[config.mk]
export PLATFORM = sky130hd
export DESIGN_NAME = cal_average_fifo_ctrl
export DESIGN_NICKNAME = d
export VERILOG_FILES = /design/src/rtl/cal_fifo_pkg.sv /design/src/rtl/cal_fifo_ptr.sv /design/src/rtl/cal_average_fifo_ctrl.sv
export SDC_FILE = /design/constraint.sdc
export NUM_CORES = 1
export LEC_CHECK = 0
export ABC_AREA = 0
export BUFFER_PORTS_ARGS = -buffer_cell sky130_fd_sc_hd__buf_4
export CORE_UTILIZATION = 40
export CTS_CLUSTER_SIZE = 8
export DETAILED_ROUTE_END_ITERATION = 16
export PLACE_DENSITY = 0.79
export SETUP_SLACK_MARGIN = 0.05
export SLEW_MARGIN = 20
export SYNTH_ARGS = -nofsm -noshare
export SYNTH_HDL_FRONTEND = slang
export SYNTH_HIERARCHICAL = 1
export SYNTH_SLANG_ARGS = --single-unit
[constraint.sdc]
create_clock -name CLOCK -period 4.33 [get_ports CLOCK]
set_clock_uncertainty 0.05 [all_clocks]
set_input_delay 0 -clock CLOCK [delete_from_list [all_inputs] [get_ports CLOCK]]
set_output_delay 0 -clock CLOCK [all_outputs]
set_load 0.02 [all_outputs]
[src/rtl/cal_fifo_pkg.sv]
// Shared definitions for the calibrator average-data FIFO controller.
package cal_fifo_pkg;

   localparam int DWIDTH_DEF = 32;
   localparam int DEPTH_DEF  = 128;

   function automatic int clog2(input int value);
      int result;
      result = 0;
      for (int i = 0; i < 31; i++) begin
         if ((1 << i) < value) begin
            result = i + 1;
         end
      end
      return result;
   endfunction

   localparam int ADDR_W_DEF = clog2(DEPTH_DEF);

   // Pointer with one extra wrap bit so full and empty are distinguishable.
   typedef logic [ADDR_W_DEF:0] ptr_t;

endpackage

[src/rtl/cal_fifo_ptr.sv]
// One FIFO pointer: address bits plus a wrap bit, advancing by one when enabled.
module cal_fifo_ptr #(
   parameter int ADDR_W = 7
) (
   input  logic              clk,
   input  logic              rst,
   input  logic              en,
   output logic [ADDR_W:0]   ptr
);

   // Power-of-two depth lets the natural binary rollover toggle the wrap bit.
   always_ff @(posedge clk) begin
      if (rst) begin
         ptr <= '0;
      end else if (en) begin
         ptr <= ptr + {{ADDR_W{1'b0}}, 1'b1};
      end
   end

endmodule

[src/rtl/cal_average_fifo_ctrl.sv]
// FIFO controller for the calibrator average-data RAM: pointers, flags, occupancy
// and a read-valid pipeline matched to the RAM's registered-address read path.
module cal_average_fifo_ctrl
   import cal_fifo_pkg::*;
#(
   parameter int DWIDTH    = DWIDTH_DEF,
   parameter int DEPTH     = DEPTH_DEF,
   parameter int ADDR_W    = clog2(DEPTH),
   parameter int RD_LAT    = 2,
   parameter int AFULL_TH  = 120,
   parameter int AEMPTY_TH = 8
) (
   input  logic              CLOCK,
   input  logic              RESET,
   input  logic              WE,
   input  logic [DWIDTH-1:0] DIN,
   input  logic              RE,
   output logic [DWIDTH-1:0] DOUT,
   output logic              DVLD,
   output logic              FULL,
   output logic              EMPTY,
   output logic              ALMOST_FULL,
   output logic              ALMOST_EMPTY,
   output logic [ADDR_W:0]   COUNT,
   output logic              OVERFLOW,
   output logic              UNDERFLOW,
   output logic [ADDR_W-1:0] RAM_WADDR,
   output logic [DWIDTH-1:0] RAM_WDATA,
   output logic              RAM_WEN,
   output logic [ADDR_W-1:0] RAM_RADDR,
   output logic              RAM_REN,
   input  logic [DWIDTH-1:0] RAM_RDATA
);

   localparam logic [ADDR_W:0] AFULL_C  = (ADDR_W + 1)'(AFULL_TH);
   localparam logic [ADDR_W:0] AEMPTY_C = (ADDR_W + 1)'(AEMPTY_TH);

   logic [ADDR_W:0]   wr_ptr;
   logic [ADDR_W:0]   rd_ptr;
   logic              wr_ok;
   logic              rd_ok;
   logic              ptr_full;
   logic              ptr_empty;
   logic [ADDR_W:0]   count_q;
   logic [ADDR_W:0]   count_nxt;
   logic              afull_q;
   logic              aempty_q;
   logic              ovf_q;
   logic              unf_q;
   logic [RD_LAT-1:0] vld_pipe;

   // WE and RE are single-cycle request strobes with no back-pressure: a
   // request is accepted in the cycle it is high unless FULL (write) or EMPTY
   // (read) is set; a rejected request is dropped and flagged one cycle later
   // on OVERFLOW/UNDERFLOW. Accepted reads return DOUT with DVLD RD_LAT later.
   always_comb begin
      ptr_full  = (wr_ptr[ADDR_W-1:0] == rd_ptr[ADDR_W-1:0]) &&
                  (wr_ptr[ADDR_W] != rd_ptr[ADDR_W]);
      ptr_empty = (wr_ptr == rd_ptr);
      wr_ok     = WE & ~ptr_full;
      rd_ok     = RE & ~ptr_empty;
      count_nxt = count_q + {{ADDR_W{1'b0}}, wr_ok} - {{ADDR_W{1'b0}}, rd_ok};
   end

   cal_fifo_ptr #(
      .ADDR_W (ADDR_W)
   ) u_wr_ptr (
      .clk (CLOCK),
      .rst (RESET),
      .en  (wr_ok),
      .ptr (wr_ptr)
   );

   cal_fifo_ptr #(
      .ADDR_W (ADDR_W)
   ) u_rd_ptr (
      .clk (CLOCK),
      .rst (RESET),
      .en  (rd_ok),
      .ptr (rd_ptr)
   );

   always_ff @(posedge CLOCK) begin
      if (RESET) begin
         count_q  <= '0;
         afull_q  <= 1'b0;
         aempty_q <= 1'b1;
         ovf_q    <= 1'b0;
         unf_q    <= 1'b0;
      end else begin
         count_q  <= count_nxt;
         afull_q  <= (count_nxt >= AFULL_C);
         aempty_q <= (count_nxt <= AEMPTY_C);
         ovf_q    <= WE & ptr_full;
         unf_q    <= RE & ptr_empty;
      end
   end

   // Valid tracks the RAM's address register plus output pipe stage; reset
   // clears it so reads in flight at reset never surface.
   always_ff @(posedge CLOCK) begin
      if (RESET) begin
         vld_pipe <= '0;
      end else begin
         vld_pipe[0] <= rd_ok;
         for (int i = 1; i < RD_LAT; i++) begin
            vld_pipe[i] <= vld_pipe[i-1];
         end
      end
   end

   always_comb begin
      RAM_WEN      = wr_ok;
      RAM_WADDR    = wr_ptr[ADDR_W-1:0];
      RAM_WDATA    = DIN;
      RAM_REN      = rd_ok;
      RAM_RADDR    = rd_ptr[ADDR_W-1:0];
      DOUT         = RAM_RDATA;
      DVLD         = vld_pipe[RD_LAT-1];
      FULL         = ptr_full;
      EMPTY        = ptr_empty;
      COUNT        = count_q;
      ALMOST_FULL  = afull_q;
      ALMOST_EMPTY = aempty_q;
      OVERFLOW     = ovf_q;
      UNDERFLOW    = unf_q;
   end

endmodule
### After elaboration in Yosys (flattened, before gate mapping)

Cells that the tools add are included.

* memories: 0
* register bits after elaboration: 30
* latch bits: 0
* RAM bits: 0
* ROM bits: 0

* shift operators: 0
* multiplexer cells: 0
* bitwise operators: 6
* multiply operators: 0
* magnitude comparators: 2
* reductions and logical operators: 1
* eq/ne operators: 3
* $add $sub $neg: 4
* divide/modulo/power cells: 0

Operators by type and width (count)
* $add 8x1->8 const B: 2
* $add 8x1->8: 1
* $eq 8x8->1: 1
* $ge 8x7->1 const B: 1
* $le 8x4->1 const B: 1
* $sub 8x1->8: 1
* $eq 7x7->1: 1
* $and 1x1->1: 4
* $not 1->1: 2
* $logic_and 1x1->1: 1
* $ne 1x1->1: 1

### Depth between registers and ports, before layout

* depth after elaboration: 7
* mapped depth: 14
* mapped depth without buffers: 14

### Hierarchy

The synthesis kept the hierarchy.

Modules (own cells, without submodules)
* cal_average_fifo_ctrl: instances 1, area an instance 1357.6 sq um, cells each 160
* cal_fifo_ptr: instances 2, area an instance 339.1 sq um, cells each 37

### Worst setup path after synthesis

No wires, ideal clock.

* path type: flip-flop to flip-flop
* start point: reg u_wr_ptr.ptr[2]
* end point: reg afull_q (netlist: ALMOST_FULL)
* slack: 0.994 ns
* required time: 4.144 ns
* period minus slack after synthesis: 3.336 ns
* buffers on the path: 0
* cell stages (with the launch flop): 15
* arrival time: 3.150 ns
* setup time: 0.136 ns
* cells stage by stage: dfxtp_1 > xnor2_1 > nand4_1 > nor4_1 > nand2b_1 > and2_1 > ha_1 > inv_1 > ha_1 > fa_1 > a211oi_1 > o21bai_1 > a21oi_1 > xor2_1 > o32ai_1

RTL lines
* from (decl): line cal_fifo_ptr.sv:8 `output logic [ADDR_W:0] ptr`
* from (signal assigned): line cal_fifo_ptr.sv:16 `ptr <= ptr + {{ADDR_W{1'b0}}, 1'b1};`
* $eq 8x8->1: line cal_average_fifo_ctrl.sv:59 `ptr_empty = (wr_ptr == rd_ptr);`
* $not 1->1: line cal_average_fifo_ctrl.sv:61 `rd_ok = RE & ~ptr_empty;`
* $and 1x1->1: line cal_average_fifo_ctrl.sv:61
* via RAM_REN: line cal_average_fifo_ctrl.sv:31 `output logic RAM_REN,`
* $sub 8x1->8: line cal_average_fifo_ctrl.sv:62 `count_nxt = count_q + {{ADDR_W{1'b0}}, wr_ok} - {{ADDR_W{1'b0}}, rd_ok};`
* $ge 8x7->1: line cal_average_fifo_ctrl.sv:92 `afull_q <= (count_nxt >= AFULL_C);`
* to (signal assigned): line cal_average_fifo_ctrl.sv:92
* to (decl): line cal_average_fifo_ctrl.sv:46 `logic afull_q;`

The timed path passes the listed nets, and every way through them passes these cells.
A chain may end at the register's enable or synchronous reset.

### Worst setup path after layout

* start point: reg u_rd_ptr.ptr[2]
* end point: reg afull_q (netlist: ALMOST_FULL)

* word-level cells in the longest chain between the ends: 7

Ends and longest elaborated chain
* from (decl): line cal_fifo_ptr.sv:8
* from (signal assigned): line cal_fifo_ptr.sv:16
* $eq 7x7->1: line cal_average_fifo_ctrl.sv:57 `ptr_full = (wr_ptr[ADDR_W-1:0] == rd_ptr[ADDR_W-1:0]) &&`
* $logic_and 1x1->1: line cal_average_fifo_ctrl.sv:57
* $not 1->1: line cal_average_fifo_ctrl.sv:60 `wr_ok = WE & ~ptr_full;`
* $and 1x1->1: line cal_average_fifo_ctrl.sv:60
* $add 8x1->8: line cal_average_fifo_ctrl.sv:62
* $sub 8x1->8 (*): line cal_average_fifo_ctrl.sv:62
* $ge 8x7->1 (*): line cal_average_fifo_ctrl.sv:92

Every way passes the cells marked *; elsewhere a longest branch is shown, timed or not.

==> results.sh <==
export IMPL_status="finished, final reports clean"
export IMPL_seq_area_frac_synth_pct=29.5
export IMPL_layout_nets=351
export IMPL_place_inst=266
export IMPL_io_pins=163
export IMPL_drt_initial_drc_count=66
export IMPL_dr_pass1_iters=4
export IMPL_max_stage_delay_ns=0.46
export IMPL_synth_top_family_by_area="buffers and inverters"
export IMPL_grt_usage_pct=15.7
export IMPL_hp_class="in -> reg"
export IMPL_slew_headroom_pct=75.1
export IMPL_stdcell_count=340
export IMPL_cp_top_family="adder cells"
export IMPL_async_flop_share_pct=0
export IMPL_initial_utilization_pct=42.3
export IMPL_vdd_ir_drop_worst_mv=0.268
export IMPL_cp_end_kind="flop"
export IMPL_gp_congestion=0.837
export IMPL_p_per_area_mw_per_mm2=531
export IMPL_synthDistinctLibCells=38
export IMPL_stdcell_area_mm2=0.00262
export IMPL_hold_viol_final=0
export IMPL_post_cts_resized=0
export IMPL_routedWlPerCell_um=12.9
export IMPL_grt_pass1_vias=1455
export IMPL_r2r_slack_ns=0.79
export IMPL_synth_top_area_cell="dfxtp_1"
export IMPL_dp_hpwl_um=2870
export IMPL_cts_buffers=5
export IMPL_grt_max_degree=30
export IMPL_cts_root_buf="clkbuf_8"
export IMPL_netlist_instances=234
export IMPL_core_area_mm2=0.00482
export IMPL_crit_chain="xnor2_1, nand4_1, nor4_1, nand2b_1, and2_1, ha_1, inv_1, ha_1, fa_1, a211oi_1, o21bai_1, a21oi_1, xor2_1, o32ai_1"
export IMPL_clk_pin_slew_ns=0.07
export IMPL_crit_buf_inv=1
export IMPL_path_max_fanout=8
export IMPL_synth_ff_type="dfxtp_1"
export IMPL_wl_um=4380
export IMPL_p_leak_nw=1.14
export IMPL_fin_crit_ns=3.54
export IMPL_maxCapViolCount=0
export IMPL_finalSetupViolCount=0
export IMPL_criticalPathCategory="reg -> reg"
export IMPL_nFillCells=459
export IMPL_max_clock_freq_ghz=0.282
export IMPL_critPathArrivalTime_ns=3.65
export IMPL_die_x_um=73.3
export IMPL_drive_above_1_share_pct=17.9
export IMPL_num_rows=25
export IMPL_synth_area_mm2=0.00204
export IMPL_synthAdderAreaFrac_pct=7.13
export IMPL_synth_area_mux_share_pct=0.983
export IMPL_synth_edf_count=0
export IMPL_area_growth_pct=28.7
export IMPL_final_antenna_net_count=0
export IMPL_cts_tree="done"
export IMPL_rsz0062_at_grt="false"
export IMPL_antenna_found_initial=0
export IMPL_fp_dieH_um=73.3
export IMPL_avgSynthCellArea_um2=8.70
export IMPL_port_buffers=34
export IMPL_worstMarginPinSlew_ns=0.373
export IMPL_period_share_pct=81.8
export IMPL_slew_viol_final=0
export IMPL_antenna_cells=0
export IMPL_clk_latency_ns=0.28
export IMPL_clock_sinks=30
export IMPL_dpl_cell_area_mm2=0.00187
export IMPL_die_area_mm2=0.00538
export IMPL_postSynthNetCount=313
export IMPL_yosysMostFrequentCell="buf_4"
export IMPL_synth_simple_area_share_pct=15.9
export IMPL_via_count=1624
export IMPL_clock_path_buffers=2
export IMPL_cp_start_kind="flop"
export IMPL_drc=0
export IMPL_crit_path_frequent_cell="ha_1"
export IMPL_post_route_util_pct=54.4
export IMPL_synthXorXnorAreaFrac_pct=9.40
export IMPL_final_setup_tns_ns=0
export IMPL_grt_pass1_wl_um=6340
export IMPL_yosys_warnings=6
export IMPL_cp_slowest_cell="dfxtp_1"
export IMPL_synth_area_leaders="dfxtp_1 (30%), buf_4 (24%), ha_1 (6.1%), xor2_1 (5.2%), nor2_1 (3.7%)"
export IMPL_synth_compound_area_share_pct=10.1
export IMPL_required_ns=4.44
export IMPL_yosys_top_cells_count="buf_4 (66), dfxtp_1 (30), nor2_1 (20)"
export IMPL_synth_ff_latch_count=30
export IMPL_synth_top_area_share_pct=29.5
export IMPL_cts_htree_levels=2
export IMPL_grt_overflow_total=0
export IMPL_vias_per_cell=4.78
## flip-flops by register name, summed over array words and instances, names as in the netlist
name,cells
COUNT,8
ALMOST_EMPTY,1
u_rd_ptr/ptr,8
ALMOST_FULL,1
UNDERFLOW,1
OVERFLOW,1
vld_pipe,2
u_wr_ptr/ptr,8
## kinds of logic after synthesis
family / count (synthesis)
buf+inv: 80
simple gates: 58
compound gates: 32
flops: 30
xor+xnor: 21
fa+ha+maj: 11
mux: 2
## area by class of cell
type                            instances  area (um2)  area share (%)
Clock buffer                            7        86.3            3.30
Clock inverter                          1        5.00           0.191
Inverter                               11        41.3            1.58
Multi-Input combinational cell        124         887            33.9
Sequential cell                        30         601            22.9
Tap cell                               67        83.8            3.20
Timing Repair Buffer                  100         916            35.0
## metrics by stage
step	hold slack (ns)	setup slack (ns)	power (mW)
3_5_place_dp	-0.0499	0.768	1.07
4_1_cts	0.0268	0.769	1.41
5_1_grt	0.0284	0.370	1.50
3_3_place_gp	-0.0499	0.935	1.06
6_report	0.0348	0.789	1.39
2_1_floorplan	0.0216	0.994	0.988
## final timing paths
check	from	endpoint	cells past startpoint
min reg2reg	vld_pipe[0]	vld_pipe[1]	1
max	u_rd_ptr/ptr[2]	ALMOST_FULL	14
max reg2reg	u_rd_ptr/ptr[2]	ALMOST_FULL	14
min	RESET	u_rd_ptr/ptr[2]	2
## layer usage
metal / vias up / global-route usage [%] / share of wire [%]
li1: 792 / - / -
met1: 731 / 16.4 / 39
met2: 94 / 28.2 / 51
met3: 7 / 6.31 / 8.5
met4: 0 / 5.56 / 1.5
met5: - / 0 / 0
## what timing repair did
item / 4_1_cts / 5_1_grt
hold buffers: 66 / 0
endpoints found under the hold margin: 67 / 0
setup buffers: 0 / 0
## worst register-to-register path: stages, from the launching register on
cell and delay (ns):
dfxtp_1 0.46, xnor2_1 0.15, nand4_1 0.10, nor4_1 0.27, nand2b_1 0.14, and2_1 0.29, ha_1 0.32, inv_1 0.04
ha_1 0.22, fa_1 0.43, a211oi_1 0.25, o21bai_1 0.11, a21oi_1 0.19, xor2_1 0.25, o32ai_1 0.13
## power breakdown
| part | leakage (nW) | switching [mW] | internal (mW) |
|---|---|---|---|
| sequential | 0.245 | 0.0367 | 0.327 |
| clock | 0.0482 | 0.103 | 0.128 |
| combinational | 0.848 | 0.447 | 0.351 |
## layout by cell type, fill, tap and decap left out, types with 2 or more instances in the layout
cell type,n
dlygate4sd3_1,66
buf_4,34
dfxtp_1,30
nor2_1,20
xor2_1,12
inv_1,11
ha_1,10
a21oi_1,9
o21ai_0,9
xnor2_1,8
nand2_1,7
clkbuf_8,6
or3_1,6
nand4_1,5
nor2b_1,4
nand3_1,4
a211oi_1,3
and2_1,2
nand2b_1,2
a21o_1,2
o21bai_1,2
nand4_2,2
mux2i_1,2
(Power assumes the default switching activity.)
